**config.mk**
```make
export PLATFORM = sky130hd
export DESIGN_NAME = srt_div_arbiter_flat
export DESIGN_NICKNAME = d
export VERILOG_FILES = /design/src/rtl/srt_div_arbiter_if.sv /design/src/rtl/srt_div_arbiter.sv /design/src/flat_wrapper.sv
export SDC_FILE = /design/constraint.sdc
export NUM_CORES = 1
export LEC_CHECK = 0
export ABC_AREA = 1
export CAP_MARGIN = 20
export CORE_AREA = 3 3 186 188
export CTS_BUF_LIST = sky130_fd_sc_hd__clkbuf_8
export DETAILED_ROUTE_END_ITERATION = 8
export DIE_AREA = 0 0 189 191
export PLACE_DENSITY_LB_ADDON = 0.05
export SLEW_MARGIN = 10
export SYNTH_ARGS = -nofsm -noshare
export SYNTH_HDL_FRONTEND = slang
export SYNTH_SLANG_ARGS = --single-unit
```
**constraint.sdc**
```tcl
create_clock -name clk -period 2.5 [get_ports clk]
set_clock_uncertainty 0.05 [all_clocks]
set_input_delay 0.5 -clock clk [delete_from_list [all_inputs] [get_ports clk]]
set_output_delay 0.5 -clock clk [all_outputs]
set_load 0.02 [all_outputs]
```
**src/rtl/srt_div_arbiter_if.sv**
```systemverilog
// Bundle of the requester, response and divider-side signals of srt_div_arbiter.
//   req_*      : per-requester valid/ready operand channels (operands packed i*N +: N)
//   rsp_*      : single tagged result channel (valid/ready)
//   busy       : arbiter not idle
//   div_*      : connection to the shared Radix4SRTDivider instance
// Modport slave is the arbiter's view; master is the surrounding environment's view.
interface srt_div_arbiter_if #(
  parameter int unsigned N       = 32,
  parameter int unsigned NUM_REQ = 4,
  parameter int unsigned ID_W    = $clog2(NUM_REQ)
);
  logic [NUM_REQ-1:0]   req_valid;
  logic [NUM_REQ-1:0]   req_ready;
  logic [NUM_REQ*N-1:0] req_x;
  logic [NUM_REQ*N-1:0] req_y;
  logic [NUM_REQ-1:0]   req_signed;

  logic                 rsp_valid;
  logic                 rsp_ready;
  logic [ID_W-1:0]      rsp_id;
  logic [N-1:0]         rsp_q;
  logic [N-1:0]         rsp_r;
  logic                 rsp_dbz;
  logic                 rsp_timeout;
  logic                 busy;

  logic                 div_rst;
  logic                 div_start;
  logic                 div_signed;
  logic [N-1:0]         div_x;
  logic [N-1:0]         div_y;
  logic [N-1:0]         div_q;
  logic [N-1:0]         div_r;
  logic                 div_done;
  logic                 div_dbz;

  modport slave (
    input  req_valid, req_x, req_y, req_signed, rsp_ready,
           div_q, div_r, div_done, div_dbz,
    output req_ready, rsp_valid, rsp_id, rsp_q, rsp_r, rsp_dbz, rsp_timeout, busy,
           div_rst, div_start, div_signed, div_x, div_y
  );

  modport master (
    output req_valid, req_x, req_y, req_signed, rsp_ready,
           div_q, div_r, div_done, div_dbz,
    input  req_ready, rsp_valid, rsp_id, rsp_q, rsp_r, rsp_dbz, rsp_timeout, busy,
           div_rst, div_start, div_signed, div_x, div_y
  );
endinterface

```
**src/rtl/srt_div_arbiter.sv**
```systemverilog
// Round-robin arbiter/sequencer sharing one Radix4SRTDivider among NUM_REQ requesters.
//   clk, rst : clock, synchronous active-high reset
//   bus      : srt_div_arbiter_if.slave (request channels, response channel, divider port)
// Flow: IDLE (grant) -> CLR (divider reset) -> LAUNCH (start) -> WAIT (done or watchdog)
// -> RESP (hold result until accepted). One operation in flight at a time.
module srt_div_arbiter #(
  parameter int unsigned N       = 32,
  parameter int unsigned NUM_REQ = 4,
  parameter int unsigned ID_W    = $clog2(NUM_REQ)
) (
  input logic               clk,
  input logic               rst,
  srt_div_arbiter_if.slave  bus
);
  localparam int unsigned WdLimit = (N + 1) / 2 + 4;
  localparam int unsigned WdW     = $clog2(WdLimit + 1);
  localparam int unsigned SumW    = ID_W + 1;
  localparam logic [SumW-1:0] NumReqS = SumW'(NUM_REQ);

  typedef enum logic [2:0] {StIdle, StClr, StLaunch, StWait, StResp} state_e;

  state_e          state_q, state_d;
  logic [ID_W-1:0] last_q, last_d;
  logic [ID_W-1:0] id_q, id_d;
  logic [N-1:0]    x_q, x_d, y_q, y_d;
  logic            sgn_q, sgn_d;
  logic [N-1:0]    q_q, q_d, r_q, r_d;
  logic            dbz_q, dbz_d, tmo_q, tmo_d;
  logic [WdW-1:0]  wd_q, wd_d;

  logic            gnt_vld;
  logic [ID_W-1:0] gnt_idx;
  logic [SumW-1:0] sum;
  logic            hs;

  logic [N-1:0] rx [NUM_REQ];
  logic [N-1:0] ry [NUM_REQ];

  for (genvar gi = 0; gi < NUM_REQ; gi++) begin : g_unpack
    assign rx[gi] = bus.req_x[gi*N +: N];
    assign ry[gi] = bus.req_y[gi*N +: N];
  end

  // First valid requester strictly after last_q, wrapping; last_q itself is checked last.
  always_comb begin
    gnt_vld = 1'b0;
    gnt_idx = '0;
    sum     = '0;
    for (int k = 1; k <= int'(NUM_REQ); k++) begin
      sum = {1'b0, last_q} + SumW'(k);
      if (sum >= NumReqS) sum = sum - NumReqS;
      if (!gnt_vld && bus.req_valid[sum[ID_W-1:0]]) begin
        gnt_vld = 1'b1;
        gnt_idx = sum[ID_W-1:0];
      end
    end
  end

  assign hs = (state_q == StIdle) && gnt_vld && !rst;

  always_comb begin
    bus.req_ready = '0;
    if (hs) bus.req_ready[gnt_idx] = 1'b1;
  end

  always_comb begin
    state_d = state_q;
    last_d  = last_q;
    id_d    = id_q;
    x_d     = x_q;
    y_d     = y_q;
    sgn_d   = sgn_q;
    q_d     = q_q;
    r_d     = r_q;
    dbz_d   = dbz_q;
    tmo_d   = tmo_q;
    wd_d    = wd_q;
    unique case (state_q)
      StIdle: begin
        if (gnt_vld) begin
          x_d     = rx[gnt_idx];
          y_d     = ry[gnt_idx];
          sgn_d   = bus.req_signed[gnt_idx];
          id_d    = gnt_idx;
          last_d  = gnt_idx;
          state_d = StClr;
        end
      end
      StClr:    state_d = StLaunch;
      StLaunch: begin
        wd_d    = '0;
        state_d = StWait;
      end
      StWait: begin
        if (bus.div_done) begin
          q_d     = bus.div_q;
          r_d     = bus.div_r;
          dbz_d   = bus.div_dbz;
          tmo_d   = 1'b0;
          state_d = StResp;
        end else if (wd_q == WdW'(WdLimit - 1)) begin
          // Divider never signalled done: report a timeout with zeroed results.
          q_d     = '0;
          r_d     = '0;
          dbz_d   = 1'b0;
          tmo_d   = 1'b1;
          state_d = StResp;
        end else begin
          wd_d = wd_q + WdW'(1);
        end
      end
      StResp: begin
        if (bus.rsp_ready) state_d = StIdle;
      end
      default: state_d = StIdle;
    endcase
  end

  always_ff @(posedge clk) begin
    if (rst) begin
      state_q <= StIdle;
      last_q  <= ID_W'(NUM_REQ - 1);
      id_q    <= '0;
      x_q     <= '0;
      y_q     <= '0;
      sgn_q   <= 1'b0;
      q_q     <= '0;
      r_q     <= '0;
      dbz_q   <= 1'b0;
      tmo_q   <= 1'b0;
      wd_q    <= '0;
    end else begin
      state_q <= state_d;
      last_q  <= last_d;
      id_q    <= id_d;
      x_q     <= x_d;
      y_q     <= y_d;
      sgn_q   <= sgn_d;
      q_q     <= q_d;
      r_q     <= r_d;
      dbz_q   <= dbz_d;
      tmo_q   <= tmo_d;
      wd_q    <= wd_d;
    end
  end

  assign bus.rsp_valid   = (state_q == StResp);
  assign bus.rsp_id      = id_q;
  assign bus.rsp_q       = q_q;
  assign bus.rsp_r       = r_q;
  assign bus.rsp_dbz     = dbz_q;
  assign bus.rsp_timeout = tmo_q;
  assign bus.busy        = (state_q != StIdle);
  assign bus.div_rst     = rst | (state_q == StClr);
  assign bus.div_start   = !rst && (state_q == StLaunch);
  // Operands stay on the divider inputs from CLR through RESP; the divider samples them late.
  assign bus.div_x       = x_q;
  assign bus.div_y       = y_q;
  assign bus.div_signed  = sgn_q;
endmodule

```
**src/flat_wrapper.sv**
```systemverilog
// flat-port wrapper written by rule: the top's interface ports become plain ports
module srt_div_arbiter_flat 
#(
  parameter int unsigned N       = 32,
  parameter int unsigned NUM_REQ = 4,
  parameter int unsigned ID_W    = $clog2(NUM_REQ)
)
  (clk, rst, bus_req_valid, bus_req_x, bus_req_y, bus_req_signed, bus_rsp_ready, bus_div_q, bus_div_r, bus_div_done, bus_div_dbz, bus_req_ready, bus_rsp_valid, bus_rsp_id, bus_rsp_q, bus_rsp_r, bus_rsp_dbz, bus_rsp_timeout, bus_busy, bus_div_rst, bus_div_start, bus_div_signed, bus_div_x, bus_div_y);
  srt_div_arbiter_if #(.N(N), .NUM_REQ(NUM_REQ), .ID_W(ID_W)) bus_i ();
  input logic clk;
  input logic rst;
  input wire logic [$bits(bus_i.req_valid)-1:0] bus_req_valid;
  input wire logic [$bits(bus_i.req_x)-1:0] bus_req_x;
  input wire logic [$bits(bus_i.req_y)-1:0] bus_req_y;
  input wire logic [$bits(bus_i.req_signed)-1:0] bus_req_signed;
  input wire logic [$bits(bus_i.rsp_ready)-1:0] bus_rsp_ready;
  input wire logic [$bits(bus_i.div_q)-1:0] bus_div_q;
  input wire logic [$bits(bus_i.div_r)-1:0] bus_div_r;
  input wire logic [$bits(bus_i.div_done)-1:0] bus_div_done;
  input wire logic [$bits(bus_i.div_dbz)-1:0] bus_div_dbz;
  output wire logic [$bits(bus_i.req_ready)-1:0] bus_req_ready;
  output wire logic [$bits(bus_i.rsp_valid)-1:0] bus_rsp_valid;
  output wire logic [$bits(bus_i.rsp_id)-1:0] bus_rsp_id;
  output wire logic [$bits(bus_i.rsp_q)-1:0] bus_rsp_q;
  output wire logic [$bits(bus_i.rsp_r)-1:0] bus_rsp_r;
  output wire logic [$bits(bus_i.rsp_dbz)-1:0] bus_rsp_dbz;
  output wire logic [$bits(bus_i.rsp_timeout)-1:0] bus_rsp_timeout;
  output wire logic [$bits(bus_i.busy)-1:0] bus_busy;
  output wire logic [$bits(bus_i.div_rst)-1:0] bus_div_rst;
  output wire logic [$bits(bus_i.div_start)-1:0] bus_div_start;
  output wire logic [$bits(bus_i.div_signed)-1:0] bus_div_signed;
  output wire logic [$bits(bus_i.div_x)-1:0] bus_div_x;
  output wire logic [$bits(bus_i.div_y)-1:0] bus_div_y;
  assign bus_i.req_valid = bus_req_valid;
  assign bus_i.req_x = bus_req_x;
  assign bus_i.req_y = bus_req_y;
  assign bus_i.req_signed = bus_req_signed;
  assign bus_i.rsp_ready = bus_rsp_ready;
  assign bus_i.div_q = bus_div_q;
  assign bus_i.div_r = bus_div_r;
  assign bus_i.div_done = bus_div_done;
  assign bus_i.div_dbz = bus_div_dbz;
  assign bus_req_ready = bus_i.req_ready;
  assign bus_rsp_valid = bus_i.rsp_valid;
  assign bus_rsp_id = bus_i.rsp_id;
  assign bus_rsp_q = bus_i.rsp_q;
  assign bus_rsp_r = bus_i.rsp_r;
  assign bus_rsp_dbz = bus_i.rsp_dbz;
  assign bus_rsp_timeout = bus_i.rsp_timeout;
  assign bus_busy = bus_i.busy;
  assign bus_div_rst = bus_i.div_rst;
  assign bus_div_start = bus_i.div_start;
  assign bus_div_signed = bus_i.div_signed;
  assign bus_div_x = bus_i.div_x;
  assign bus_div_y = bus_i.div_y;
  srt_div_arbiter #(.N(N), .NUM_REQ(NUM_REQ), .ID_W(ID_W)) u_core (.clk(clk), .rst(rst), .bus(bus_i));
endmodule
```
* Word level (Yosys, flattened, before mapping)
Index checks and enable logic that the tools add are counted.
** Cells by class
- Add/subtract/negate cells :: 9
- Magnitude comparators :: 11
- Equality and inequality tests :: 10
- Mux-type cells :: 46
- Bitwise operators :: 2
- Reductions and logical operators :: 19
** Operators with widths (count)
- $mux W32 :: 7
- $bmux W32 S2 :: 2
- $mux W2 :: 8
- $ge A3 B3 Y1 const B :: 5
- $lt A2 B3 Y1 const B :: 5
- $pmux W3 S5 :: 1
- $mux W1 :: 14
- $mux W3 :: 4
- $bmux W1 S2 :: 5
- $mux W5 :: 2
- $pmux W5 S2 :: 1
- $sub A2 B1 Y2 const B :: 4
- $logic_and A1 B1 Y1 :: 7
- $add A2 B2 Y3 const B :: 2
- $eq A3 B2 Y1 const B :: 2
- $ne A2 B2 Y1 const B :: 3
- $reduce_and A3 Y1 :: 2
- $add A5 B1 Y5 const B :: 1
- $eq A5 B5 Y1 const B :: 1
- $logic_not A1 Y1 :: 4
- $mux W4 :: 1
- $reduce_and A2 Y1 :: 2
- $reduce_bool A2 Y1 :: 2
- $add A2 B1 Y3 const B :: 1
- other kinds (11) :: 11
** Word-level totals
- Register bits after elaboration :: 143
- Input port bits :: 333
- Output and inout port bits :: 141
- Word-level logic and storage cells :: 108

* Depth between registers and ports, before layout
- Depth after elaboration :: 20
- Mapped depth :: 18
- Mapped depth without buffers :: 15

* Least setup slack after synthesis
No wires, ideal clock.
- Kind :: register -> output
- Start :: reg u_core.last_q[0]
- End :: out bus_req_ready[2]
- Arrival time :: 2.028 ns
- Required time :: 1.950 ns
- Setup slack :: -0.078 ns
- Cell stages (with the launch flop) :: 15
- Path buffers :: 2
- Cell sequence :: dfxtp_1 inv_2 nand2_1 nand2_1 nand2_1 nand2_2 nor2_2 nand3_1 nand2_1 inv_1 nand2_2 inv_2 buf_4 buf_2 nor3_1
** On the way
- Cells in the longest elaborated chain, start to end :: 20
- Elaborated cells between the ends (all ways) :: 46
- Those cells by class :: 8 x add/sub; 6 x order compare; 23 x mux; 9 x reduce/logical
** Ends and longest elaborated chain
- from (decl) :: line srt_div_arbiter.sv:23 : logic [ID_W-1:0] last_q, last_d;
- from (signal assigned) :: line srt_div_arbiter.sv:122 : last_q <= ID_W'(NUM_REQ - 1);
- from (signal assigned) :: line srt_div_arbiter.sv:134 : last_q <= last_d;
- $add A2 B1 Y3 :: line srt_div_arbiter.sv:50 : sum = {1'b0, last_q} + SumW'(k);
- $ge A3 B3 Y1 / $sub A2 B1 Y2 (equally long branches) :: line srt_div_arbiter.sv:51 : if (sum >= NumReqS) sum = sum - NumReqS;
- $mux W2 :: line srt_div_arbiter.sv:51
- $bmux W1 S2 :: line srt_div_arbiter.sv:52 : if (!gnt_vld && bus.req_valid[sum[ID_W-1:0]]) begin
- $mux W1 (implied by the code) :: line srt_div_arbiter.sv:52
- $mux W1 :: line srt_div_arbiter.sv:52
- $logic_not A1 Y1 :: line srt_div_arbiter.sv:52
- $logic_and A1 B1 Y1 :: line srt_div_arbiter.sv:52
- [... 4 more ...]
- $logic_not A1 Y1 :: line srt_div_arbiter.sv:52
- $logic_and A1 B1 Y1 :: line srt_div_arbiter.sv:52
- $mux W2 :: line srt_div_arbiter.sv:52
- $lt A2 B3 Y1 (implied by the code) / $ge A2 B1 Y1 (equally long branches) :: line srt_div_arbiter.sv:63 : if (hs) bus.req_ready[gnt_idx] = 1'b1;
- $logic_and A1 B1 Y1 (implied by the code) :: line srt_div_arbiter.sv:63
- $mux W1 (implied by the code) :: line srt_div_arbiter.sv:63
- $demux W1 S2
- $mux W4 (*) :: line srt_div_arbiter.sv:63
- to (decl) :: line flat_wrapper.sv:21 : output wire logic [$bits(bus_i.req_ready)-1:0] bus_req_ready;
Mark *: on every way between the ends. The rest lies on a longest branch, timed or not. The select of a mux whose other input is x is not followed.

* Worst setup path after layout
- Start :: in bus_req_valid[2]
- End :: out bus_req_ready[3]
** On the way
- Cells in the longest elaborated chain, start to end :: 17
- Elaborated cells between the ends (all ways) :: 30
- Those cells by class :: 2 x order compare; 19 x mux; 9 x reduce/logical
** Ends and longest elaborated chain
- from (decl) :: line flat_wrapper.sv:12 : input wire logic [$bits(bus_i.req_valid)-1:0] bus_req_valid;
- $bmux W1 S2 :: line srt_div_arbiter.sv:52
- $mux W1 (implied by the code) :: line srt_div_arbiter.sv:52
- $mux W1 :: line srt_div_arbiter.sv:52
- $logic_not A1 Y1 :: line srt_div_arbiter.sv:52
- $logic_and A1 B1 Y1 :: line srt_div_arbiter.sv:52
- $mux W1 :: line srt_div_arbiter.sv:52
- $logic_not A1 Y1 :: line srt_div_arbiter.sv:52
- $logic_and A1 B1 Y1 :: line srt_div_arbiter.sv:52
- $mux W1 :: line srt_div_arbiter.sv:52
- $logic_not A1 Y1 :: line srt_div_arbiter.sv:52
- $logic_and A1 B1 Y1 :: line srt_div_arbiter.sv:52
- $mux W2 :: line srt_div_arbiter.sv:52
- $lt A2 B3 Y1 (implied by the code) / $ge A2 B1 Y1 (equally long branches) :: line srt_div_arbiter.sv:63
- $logic_and A1 B1 Y1 (implied by the code) :: line srt_div_arbiter.sv:63
- $mux W1 (implied by the code) :: line srt_div_arbiter.sv:63
- $demux W1 S2
- $mux W4 (*) :: line srt_div_arbiter.sv:63
Marks and branches as above.

==> reports/qor.json <==
{
  "clk_latency": {"value": 470, "unit": "ps"},
  "min_from": {"value": "u_core.bus.rsp_q[2]"},
  "dr_total_vias": {"value": 10300},
  "detailedRoute.firstIterationViolations": {"value": 359},
  "ys_ff_latch": {"value": 143},
  "netlist.top_cell.by_area": {"value": "dfxtp_1"},
  "most_repeated_cell_in_the_gate_level_netlist_after_synthesis": {"value": "nand2_1"},
  "antenna_found_initial": {"value": 3},
  "async_flop_share": {"value": 0, "unit": "%"},
  "synth_fp_nets": {"value": 1741},
  "path_class": {"value": "in2out"},
  "rr_startpoint": {"value": "u_core.last_q[0]"},
  "dpl_worst_slack": {"value": -249, "unit": "ps"},
  "clkSlewWorstSetupHoldPaths": {"value": 90, "unit": "ps"},
  "multi_input_comb_area": {"value": 0.00468, "unit": "mm²"},
  "hp-class": {"value": "reg2reg"},
  "final.min_clock_period": {"value": 2690, "unit": "ps"},
  "critical_path_arrival": {"value": 2140, "unit": "ps"},
  "first_global_vias": {"value": 10100},
  "finalSetupViolations": {"value": 4},
  "globalplace.congestion": {"value": 0.836},
  "failing_checks": {"value": "negative setup slack"},
  "finalCritPeriodShare": {"value": 108, "unit": "%"},
  "cts_hold_buf": {"value": 0},
  "die_span_in_y": {"value": 191, "unit": "µm"},
  "worst_slew_pin_slew": {"value": 787, "unit": "ps"},
  "grt_setup_unrepaired": {"value": "yes"},
  "global_route.overflow_total": {"value": 0},
  "tritoncts.num_buffers": {"value": 17},
  "setup_slack": {"value": -189, "unit": "ps"},
  "die_w": {"value": 189, "unit": "µm"},
  "pwr_density_cell": {"value": 1220, "unit": "mW/mm²"},
  "cts_buffer_depth": {"value": 2},
  "worstSetupEndpointType": {"value": "output pin"},
  "critPathMaxFanout": {"value": 4},
  "synth_sequential_area_ratio": {"value": 35.0, "unit": "%"},
  "critical_path.startpoint_type": {"value": "input port"},
  "tritoncts_clock_tree": {"value": "done"},
  "die-area": {"value": 0.0361, "unit": "mm²"},
  "slew_violations": {"value": 0},
  "drt_drc_violations_left": {"value": 0},
  "fraction_of_layout_cells_with_a_size_suffix_above_1": {"value": 9.22, "unit": "%"},
  "synth_enable_flop_cells": {"value": 0},
  "synth_commonest_cells": {"value": "nand2_1, nand3_1, dfxtp_1, nor2_1, inv_1"},
  "global_route_wire_length_before_repair": {"value": 57200, "unit": "µm"},
  "syn2layout_area_growth": {"value": 76.4, "unit": "%"},
  "clock_sinks": {"value": 143},
  "row_cnt": {"value": 67},
  "finish.cell_count_without_fillers": {"value": 2337},
  "route.antenna.remaining_nets": {"value": 0},
  "max-cap-violations": {"value": 0},
  "grt.total_usage": {"value": 20.1, "unit": "%"},
  "fp.coreArea": {"value": 0.0333, "unit": "mm²"},
  "wl_per_cell": {"value": 16.0, "unit": "µm"},
  "synth-warning-count": {"value": 0},
  "timing.fmax": {"value": 372, "unit": "MHz"},
  "ys_top_cells_by_area": {"value": "dfxtp_1, nand2_1, nand3_1"},
  "maximum_number_of_pins_on_one_net_before_global_route_repair": {"value": 89},
  "viasPerCell": {"value": 4.39},
  "numPortBuffers": {"value": 473},
  "timing.critical_path.from": {"value": "bus_req_valid[2]"},
  "number_of_fill_cells": {"value": 3589},
  "post_synth_inst_count": {"value": 1407},
  "totalWireLength": {"value": 37500, "unit": "µm"},
  "totalNegativeSetupSlack": {"value": -673, "unit": "ps"},
  "top_level_ports": {"value": 474},
  "worst_slew_margin_rel": {"value": 47.5, "unit": "%"},
  "yosys.area.top_type_share": {"value": 35.0, "unit": "%"},
  "numPlacedInstances": {"value": 2289},
  "cts_max_level": {"value": 4},
  "dp.final_hpwl": {"value": 27800, "unit": "µm"},
  "drtPass1Iterations": {"value": 7},
  "initial_utilization": {"value": 24.6, "unit": "%"},
  "leakage_power": {"value": 6.58, "unit": "nW"},
  "ir_drop": {"value": 0.499, "unit": "mV"},
  "synth_area_per_cell": {"value": 5.82, "unit": "µm²"},
  "synth_cell_types": {"value": 25},
  "postSynth.topFlopCell": {"value": "dfxtp_1"},
  "post_synth_instance_area": {"value": 0.00819, "unit": "mm²"},
  "hold_viol": {"value": 0},
  "worst_ep_required_time": {"value": 1950, "unit": "ps"},
  "area.sequential": {"value": 0.00287, "unit": "mm²"},
  "clock_tree.root_cell": {"value": "clkbuf_8"},
  "num-nets-final": {"value": 2209},
  "run_status": {"value": "finished, violations left"}
}
==> cells by family after synthesis <==
family	Yosys count	share of synthesized area [%]
AOI/OAI and AO/OA	86	5.37
adders and majority gates	1	0.153
buffers and inverters	189	10.6
DFF	143	35.0
and+or+nand+nor	988	48.9
==> flip-flops by register name, indices dropped and copies added, names as in the netlist <==
name                    flops
u_core.wd_q                 5
u_core.bus.div_y           32
u_core.bus.rsp_q           32
u_core.last_q               2
u_core.bus.rsp_id           2
u_core.state_q              3
u_core.bus.rsp_dbz          1
u_core.bus.div_signed       1
u_core.bus.rsp_r           32
u_core.bus.div_x           32
u_core.bus.rsp_timeout      1
==> worst max-delay path, stage by stage <==
cell             delay [ps]
clkdlybuf4s50_1         510
nand2_2                  80
nand2_4                  70
nand2_1                  60
nand2_2                 100
inv_2                    70
nand2_2                  90
nor2_4                   50
inv_2                    70
nand2_4                  50
inv_4                    60
nand2_4                  60
nor3_2                  190
buf_4                   170
==> what timing repair did <==
action,CTS,global route
setup endpoints to repair,5,28
hold endpoints to repair,0,0
buffers inserted,11,4
pin swaps,19,18
gates cloned,0,1
resized for setup,38,40
==> path summary, 6_finish.rpt <==
path,end,slack [ps],depth (start not counted)
max,bus_req_ready[3],-190,14
min,u_core.bus.rsp_q[2],410,2
max reg2reg,u_core.bus.div_signed,180,18
min reg2reg,u_core.bus.rsp_q[2],410,2
==> layout make-up <==
cell class,instances,area share [%]
Inverter,89,2.37
Timing Repair Buffer,549,38.7
Sequential cell,143,19.9
Tap cell,448,3.88
Antenna cell,2,0.0347
Multi-Input combinational cell,1075,32.4
Clock inverter,13,0.971
Clock buffer,18,1.72
==> metal layers <==
layer / global-route usage (%) / part of all wire, %
met1: 23.0 / 40
met2: 35.6 / 50
met3: 6.75 / 7.8
met4: 5.64 / 1.9
met5: 0 / 0.069
==> cell usage in the layout, fill, tap and decap left out, drive strengths merged <==
cell type / instances
nand2: 634
clkdlybuf4s50: 466
nand3: 202
dfxtp: 143
nor2: 142
inv: 93
buf: 81
a21oi: 76
clkbuf: 19
o21ai: 6
nand4: 5
nor3: 5
clkinv: 4
clkinvlp: 3
diode: 2
o211ai: 2
bufinv: 2
o21a: 1
a31oi: 1
ha: 1
dlymetal6s2s: 1
==> per-stage QoR <==
step                power [mW]  util, %  area (µm²)  hold WS, ps
global route              19.4     43.4       14400          423
finish                    17.6     43.4       14400          412
floorplan                 10.5        -        8190          389
detailed placement        15.2     41.1       13700          404
CTS                       17.5     42.8       14200          414
global placement          15.2     41.1       13700          398
==> report_power, final <==
part	internal [mW]	leakage [nW]	switching (mW)
sequential	2.79	1.17	0.270
clock	0.911	0.193	0.984
combinational	5.24	5.21	7.40
total	8.94	6.58	8.65
Power figures use the tool's default switching activity.
